==> src/rtl/mem_stage.sv <==
// Memory-access stage of the RV32I pipeline: issues one load/store at a time on the
// data-memory channel, formats load data, and registers the MEM/WB bundle.
module mem_stage #(
  parameter logic [31:0] NOP_INST = 32'h00000013
) (
  input  logic        CLK,
  input  logic        RES,
  input  logic        EX_MEM_valid,
  input  logic [31:0] EX_MEM_pc,
  input  logic [31:0] EX_MEM_inst,
  input  logic [31:0] EX_MEM_alu,
  input  logic [31:0] EX_MEM_rs2,
  input  logic [4:0]  EX_MEM_rd,
  output logic        MEM_STALL,
  output logic        DMEM_req,
  output logic        DMEM_we,
  output logic [31:0] DMEM_addr,
  output logic [31:0] DMEM_wdata,
  output logic [3:0]  DMEM_wstrb,
  input  logic        DMEM_ready,
  input  logic        DMEM_rvalid,
  input  logic [31:0] DMEM_rdata,
  output logic        MEM_WB_valid,
  output logic [31:0] MEM_WB_pc,
  output logic [31:0] MEM_WB_inst,
  output logic [31:0] MEM_WB_alu,
  output logic [4:0]  MEM_WB_rd,
  output logic [31:0] MEM_WB_data,
  output logic        MEM_WB_fault,
  output logic [1:0]  DBG_state
);

  // Channel handshake: a request is accepted at a rising edge where DMEM_req and
  // DMEM_ready are both high; DMEM_rvalid is honoured only in WAIT, one cycle or
  // more after the accepting edge. EX/MEM is held stable while MEM_STALL is high.

  localparam logic [6:0] OP_LOAD  = 7'b0000011;
  localparam logic [6:0] OP_STORE = 7'b0100011;

  typedef enum logic [1:0] {
    IDLE = 2'd0,
    REQ  = 2'd1,
    WAIT = 2'd2
  } state_t;

  state_t state_q, state_d;

  logic        wb_valid_q, wb_valid_d;
  logic [31:0] wb_pc_q, wb_pc_d;
  logic [31:0] wb_inst_q, wb_inst_d;
  logic [31:0] wb_alu_q, wb_alu_d;
  logic [4:0]  wb_rd_q, wb_rd_d;
  logic [31:0] wb_data_q, wb_data_d;
  logic        wb_fault_q, wb_fault_d;

  logic [6:0]  opcode;
  logic [2:0]  funct3;
  logic [1:0]  off;
  logic        is_load, is_store, mem_op;
  logic        bad_f3, misalign, fault, go;
  logic        req_raw, capture;
  logic [7:0]  ld_byte;
  logic [15:0] ld_half;
  logic [31:0] ld_data;
  logic [31:0] st_wdata;
  logic [3:0]  st_wstrb;

  assign opcode = EX_MEM_inst[6:0];
  assign funct3 = EX_MEM_inst[14:12];
  assign off    = EX_MEM_alu[1:0];

  assign is_load  = EX_MEM_valid && (opcode == OP_LOAD);
  assign is_store = EX_MEM_valid && (opcode == OP_STORE);
  assign mem_op   = is_load || is_store;

  assign bad_f3   = is_load ? ((funct3 == 3'b011) || (funct3[2:1] == 2'b11))
                            : (funct3 > 3'b010);
  assign misalign = ((funct3[1:0] == 2'b01) && off[0]) ||
                    ((funct3[1:0] == 2'b10) && (off != 2'b00));
  assign fault    = mem_op && (bad_f3 || misalign);
  assign go       = mem_op && !fault;

  always_comb begin
    st_wstrb = 4'b0000;
    st_wdata = EX_MEM_rs2;
    if (is_store) begin
      case (funct3[1:0])
        2'b00: begin
          st_wstrb = 4'b0001 << off;
          st_wdata = {4{EX_MEM_rs2[7:0]}};
        end
        2'b01: begin
          st_wstrb = 4'b0011 << off;
          st_wdata = {2{EX_MEM_rs2[15:0]}};
        end
        default: st_wstrb = 4'b1111;
      endcase
    end
  end

  assign ld_byte = DMEM_rdata[8*off +: 8];
  assign ld_half = DMEM_rdata[16*off[1] +: 16];

  always_comb begin
    case (funct3)
      3'b000:  ld_data = {{24{ld_byte[7]}}, ld_byte};
      3'b001:  ld_data = {{16{ld_half[15]}}, ld_half};
      3'b100:  ld_data = {24'h0, ld_byte};
      3'b101:  ld_data = {16'h0, ld_half};
      default: ld_data = DMEM_rdata;
    endcase
  end

  // capture = MEM/WB takes a new bundle (or a bubble) this edge; otherwise we stall.
  always_comb begin
    state_d = state_q;
    req_raw = 1'b0;
    capture = 1'b0;
    case (state_q)
      IDLE: begin
        if (go) begin
          req_raw = 1'b1;
          if (DMEM_ready) begin
            if (is_store) capture = 1'b1;
            else          state_d = WAIT;
          end else begin
            state_d = REQ;
          end
        end else begin
          capture = 1'b1;
        end
      end
      REQ: begin
        req_raw = 1'b1;
        if (DMEM_ready) begin
          if (is_store) begin
            capture = 1'b1;
            state_d = IDLE;
          end else begin
            state_d = WAIT;
          end
        end
      end
      WAIT: begin
        if (DMEM_rvalid) begin
          capture = 1'b1;
          state_d = IDLE;
        end
      end
      default: state_d = IDLE;
    endcase
  end

  always_comb begin
    wb_valid_d = 1'b0;
    wb_pc_d    = 32'h0;
    wb_inst_d  = NOP_INST;
    wb_alu_d   = 32'h0;
    wb_rd_d    = 5'd0;
    wb_data_d  = 32'h0;
    wb_fault_d = 1'b0;
    if (capture && EX_MEM_valid) begin
      wb_valid_d = 1'b1;
      wb_pc_d    = EX_MEM_pc;
      wb_inst_d  = EX_MEM_inst;
      wb_alu_d   = EX_MEM_alu;
      if (fault) begin
        wb_fault_d = 1'b1;
      end else begin
        wb_rd_d   = EX_MEM_rd;
        wb_data_d = is_load ? ld_data : EX_MEM_alu;
      end
    end
  end

  always_ff @(posedge CLK or negedge RES) begin
    if (!RES) begin
      state_q    <= IDLE;
      wb_valid_q <= 1'b0;
      wb_pc_q    <= 32'h0;
      wb_inst_q  <= NOP_INST;
      wb_alu_q   <= 32'h0;
      wb_rd_q    <= 5'd0;
      wb_data_q  <= 32'h0;
      wb_fault_q <= 1'b0;
    end else begin
      state_q    <= state_d;
      wb_valid_q <= wb_valid_d;
      wb_pc_q    <= wb_pc_d;
      wb_inst_q  <= wb_inst_d;
      wb_alu_q   <= wb_alu_d;
      wb_rd_q    <= wb_rd_d;
      wb_data_q  <= wb_data_d;
      wb_fault_q <= wb_fault_d;
    end
  end

  // Request and stall are gated by reset so both read low while RES is held.
  assign DMEM_req   = RES && req_raw;
  assign MEM_STALL  = RES && !capture;
  assign DMEM_we    = is_store;
  assign DMEM_addr  = {EX_MEM_alu[31:2], 2'b00};
  assign DMEM_wdata = st_wdata;
  assign DMEM_wstrb = st_wstrb;

  assign MEM_WB_valid = wb_valid_q;
  assign MEM_WB_pc    = wb_pc_q;
  assign MEM_WB_inst  = wb_inst_q;
  assign MEM_WB_alu   = wb_alu_q;
  assign MEM_WB_rd    = wb_rd_q;
  assign MEM_WB_data  = wb_data_q;
  assign MEM_WB_fault = wb_fault_q;
  assign DBG_state    = state_q;

endmodule

==> config.mk <==
export PLATFORM = sky130hd
export DESIGN_NAME = mem_stage
export DESIGN_NICKNAME = d
export VERILOG_FILES = /design/src/rtl/mem_stage.sv
export SDC_FILE = /design/constraint.sdc
export NUM_CORES = 1
export LEC_CHECK = 0
export CAP_MARGIN = 20
export CELL_PAD_IN_SITES_DETAIL_PLACEMENT = 2
export CELL_PAD_IN_SITES_GLOBAL_PLACEMENT = 2
export CORE_ASPECT_RATIO = 0.75
export CORE_UTILIZATION = 23
export CTS_CLUSTER_DIAMETER = 150
export CTS_CLUSTER_SIZE = 14
export DETAILED_ROUTE_END_ITERATION = 6
export MAX_ROUTING_LAYER = met4
export PLACE_DENSITY_LB_ADDON = 0.1
export REMOVE_ABC_BUFFERS = 1
export SKIP_LAST_GASP = 1
export SLEW_MARGIN = 20
export SYNTH_ARGS = -nofsm -noshare
export SYNTH_HDL_FRONTEND = slang
export SYNTH_SLANG_ARGS = --single-unit
==> constraint.sdc <==
create_clock -name CLK -period 4.7 [get_ports CLK]
set_input_delay 0.705 -clock CLK [delete_from_list [all_inputs] [get_ports CLK]]
set_output_delay 0.705 -clock CLK [all_outputs]
set_load 0.1 [all_outputs]
==> results.sh <==
export IMPL_synth_seq_cells=137
export IMPL_gr_total_overflow=0
export IMPL_synth_distinct_cells=46
export IMPL_ctsHoldBuffers=0
export IMPL_worstSetupPathType="in -> out"
export IMPL_hold_viol_final=0
export IMPL_fin_nets=1059
export IMPL_routed_wire_length_per_instance_um=20.8
export IMPL_grt_max_degree=71
export IMPL_yosys_most_used_dff="dfrtp_1"
export IMPL_first_iter_violations=190
export IMPL_finalCriticalPeriod_ps=3930
export IMPL_synth_edf_count=0
export IMPL_area_delta_synth_final_pct=76.8
export IMPL_wl_met2_um=13200
export IMPL_cp_arrival_ps=3220
export IMPL_setup_ws_ps=771
export IMPL_first_pass_iters=4
export IMPL_cts_sinks=137
export IMPL_h_tree_depth=4
export IMPL_setup_violations=0
export IMPL_whs_ps=204
export IMPL_yosys_top_cells_area="dfrtp_1 (55%), and2_1 (9.6%), mux2_2 (5.9%), buf_4 (5.3%), nand3_1 (2.7%)"
export IMPL_stdcell_count=1247
export IMPL_core_um2=26100
export IMPL_cts_buffers_inserted=17
export IMPL_worstMarginPinSlew_ps=1070
export IMPL_cts_root_to_sink_buffers=2
export IMPL_hp_class="in -> async"
export IMPL_cts_root_buffer="clkbuf_16"
export IMPL_dpl_cell_area_um2=10200
export IMPL_worstSkewPairLatency_ps=420
export IMPL_io_buffers=375
export IMPL_cts_resized=0
export IMPL_min_period_over_period_pct=83.6
export IMPL_critPathCaptureType="output port"
export IMPL_rsz0062_at_grt="false"
export IMPL_tns_ps=0
export IMPL_yosysTopAreaCellShare_pct=54.7
export IMPL_antenna_found_initial=2
export IMPL_relSlewSlack_pct=28.2
export IMPL_dpl_cell_count=1214
export IMPL_hpwl_um=19700
export IMPL_final_layout_size_suffix_gt1_share_pct=13.7
export IMPL_cts_tree="done"
export IMPL_cts_clk_slew_worst_paths_ps=60
export IMPL_vdd_drop_max_mv=0.192
export IMPL_gp_congestion=0.818
export IMPL_initial_core_util_pct=23.5
export IMPL_path_max_fanout=8
export IMPL_highest_signal_layer="met4"
export IMPL_run_status="finished, final reports clean"
export IMPL_grt_usage_pct=19.8
export IMPL_design_area_um2=10800
export IMPL_drc=0
export IMPL_wl_met3_um=1750
export IMPL_async_flop_share_pct=100
export IMPL_die_area_um2=27300
export IMPL_routed_wl_um=26000
export IMPL_worstPathRequired_ps=3990
export IMPL_r2r_worst_path_cells=4
export IMPL_place_ws_ps=727
export IMPL_syn_avg_cell_area_um2=11.0
export IMPL_post_cts_buffers=0
export IMPL_max_cap_violations=0
export IMPL_grt_pass1_vias=6349
export IMPL_critPathLaunchType="primary input"
export IMPL_ys_seq_area_share_pct=56.0
export IMPL_fin_skew_ps=11.5
export IMPL_vias=5499
export IMPL_powerDensity_nw_per_um2=365
export IMPL_slew_violations=0
export IMPL_die_w_um=191
export IMPL_row_count=51
export IMPL_fp_dieH_um=143
export IMPL_syn_area_um2=6130
export IMPL_via_per_inst=4.41
export IMPL_antenna_left=0
export IMPL_synth_area_leader_cell="dfrtp_1"
export IMPL_grt_first_pass_wirelength_um=39000
export IMPL_yosysWarningCount=0
export IMPL_rr_endpoint="MEM_WB_data[5]"
export IMPL_fmax_mhz=254
export IMPL_ios=378
export IMPL_wl_met1_um=10700
export IMPL_r2r_slack_ps=2440
export IMPL_p_leak_uw=0.00460
export IMPL_synthCells=558
export IMPL_timing_rr_start="DBG_state[1]"
## metrics by stage
step | total power [µW] | util, %
after floorplan | 1920 | -
after CTS | 4010 | 41.5
after global placement | 2510 | 39.1
after detailed placement | 2520 | 39.1
after global routing | 4100 | 41.6
final | 3960 | 41.6
## where the power goes
| group | switching [µW] | internal (µW) |
|---|---|---|
| sequential | 17.1 | 1240 |
| combinational | 877 | 356 |
| clock | 566 | 902 |
## worst max-delay path by stage
stage,start,endpoint,slack [ps],depth (start not counted)
3_5_place_dp,EX_MEM_inst[1],DMEM_wdata[10],730,6
2_1_floorplan,EX_MEM_inst[14],DMEM_req,170,4
3_3_place_gp,EX_MEM_inst[1],DMEM_wdata[10],800,6
6_report,EX_MEM_inst[1],DMEM_wdata[10],770,6
5_1_grt,EX_MEM_inst[1],DMEM_wdata[10],600,6
4_1_cts,EX_MEM_inst[1],DMEM_wdata[10],720,6
## state kept, by name (all words and copies together), names as in the netlist
name	flops
MEM_WB_data	32
DBG_state	2
MEM_WB_pc	32
MEM_WB_alu	32
MEM_WB_fault	1
MEM_WB_rd	5
MEM_WB_inst	32
MEM_WB_valid	1
## layer usage
| metal | up-vias | track usage, % |
|---|---|---|
| li1 | 2507 | - |
| met1 | 2752 | 22.5 |
| met2 | 221 | 34.6 |
| met3 | 19 | 5.45 |
| met4 | 0 | 4.46 |
| met5 | - | - |
## critical path, stage by stage
cell and delay (ps):
clkdlybuf4s50_1 500, nor4bb_1 380, nand3_1 340, nor3_2 670
mux2_2 440, buf_12 170
## layout make-up
class,instances,area [µm²]
Antenna cell,2,5.00
Clock buffer,17,425
Clock inverter,14,206
Fill cell,2681,15300
Inverter,10,37.5
Multi-Input combinational cell,337,2240
Sequential cell,137,3430
Tap cell,344,430
Timing Repair Buffer,386,4070
## logic make-up after synthesis
group	synth area share, %
simple gates	19.3
flops	56.0
buf+inv	8.02
compound gates	8.51
mux	8.16
other cells	0.0612
## Yosys cell counts, types with 2 or more instances
cell type,n
inv_1,10
nor3_2,2
nand3_1,33
a211oi_1,7
and2_1,94
a21oi_1,12
nor2b_1,2
o22a_1,5
clkbuf_1,27
mux2i_1,14
nand2_1,41
nor2_1,21
or2_2,3
dfstp_2,3
a31oi_1,25
nor3_1,2
buf_4,43
and3_1,2
nand2b_1,6
a22oi_1,6
nor3b_1,2
a221o_1,2
dfrtp_1,134
buf_2,3
mux2_2,32
o21ai_0,7
## layout by cell type, fill, tap and decap left out, drive strengths merged, types with 3 or more instances in the layout
cell / Yosys / routed
clkbuf: 27 / 17
nor2: 21 / 21
mux2i: 14 / 14
a31oi: 25 / 25
a22oi: 6 / 6
inv: 10 / 19
buf: 48 / 46
nand2: 41 / 41
dfrtp: 134 / 134
o22a: 5 / 5
a211oi: 9 / 9
and2: 94 / 94
clkdlybuf4s50: 0 / 340
nand2b: 6 / 6
nor3: 4 / 4
bufinv: 0 / 4
or2: 3 / 3
o21ai: 7 / 7
nand3: 33 / 33
dfstp: 3 / 3
a21oi: 12 / 12
mux2: 32 / 32
Power figures use the tool's default switching activity.
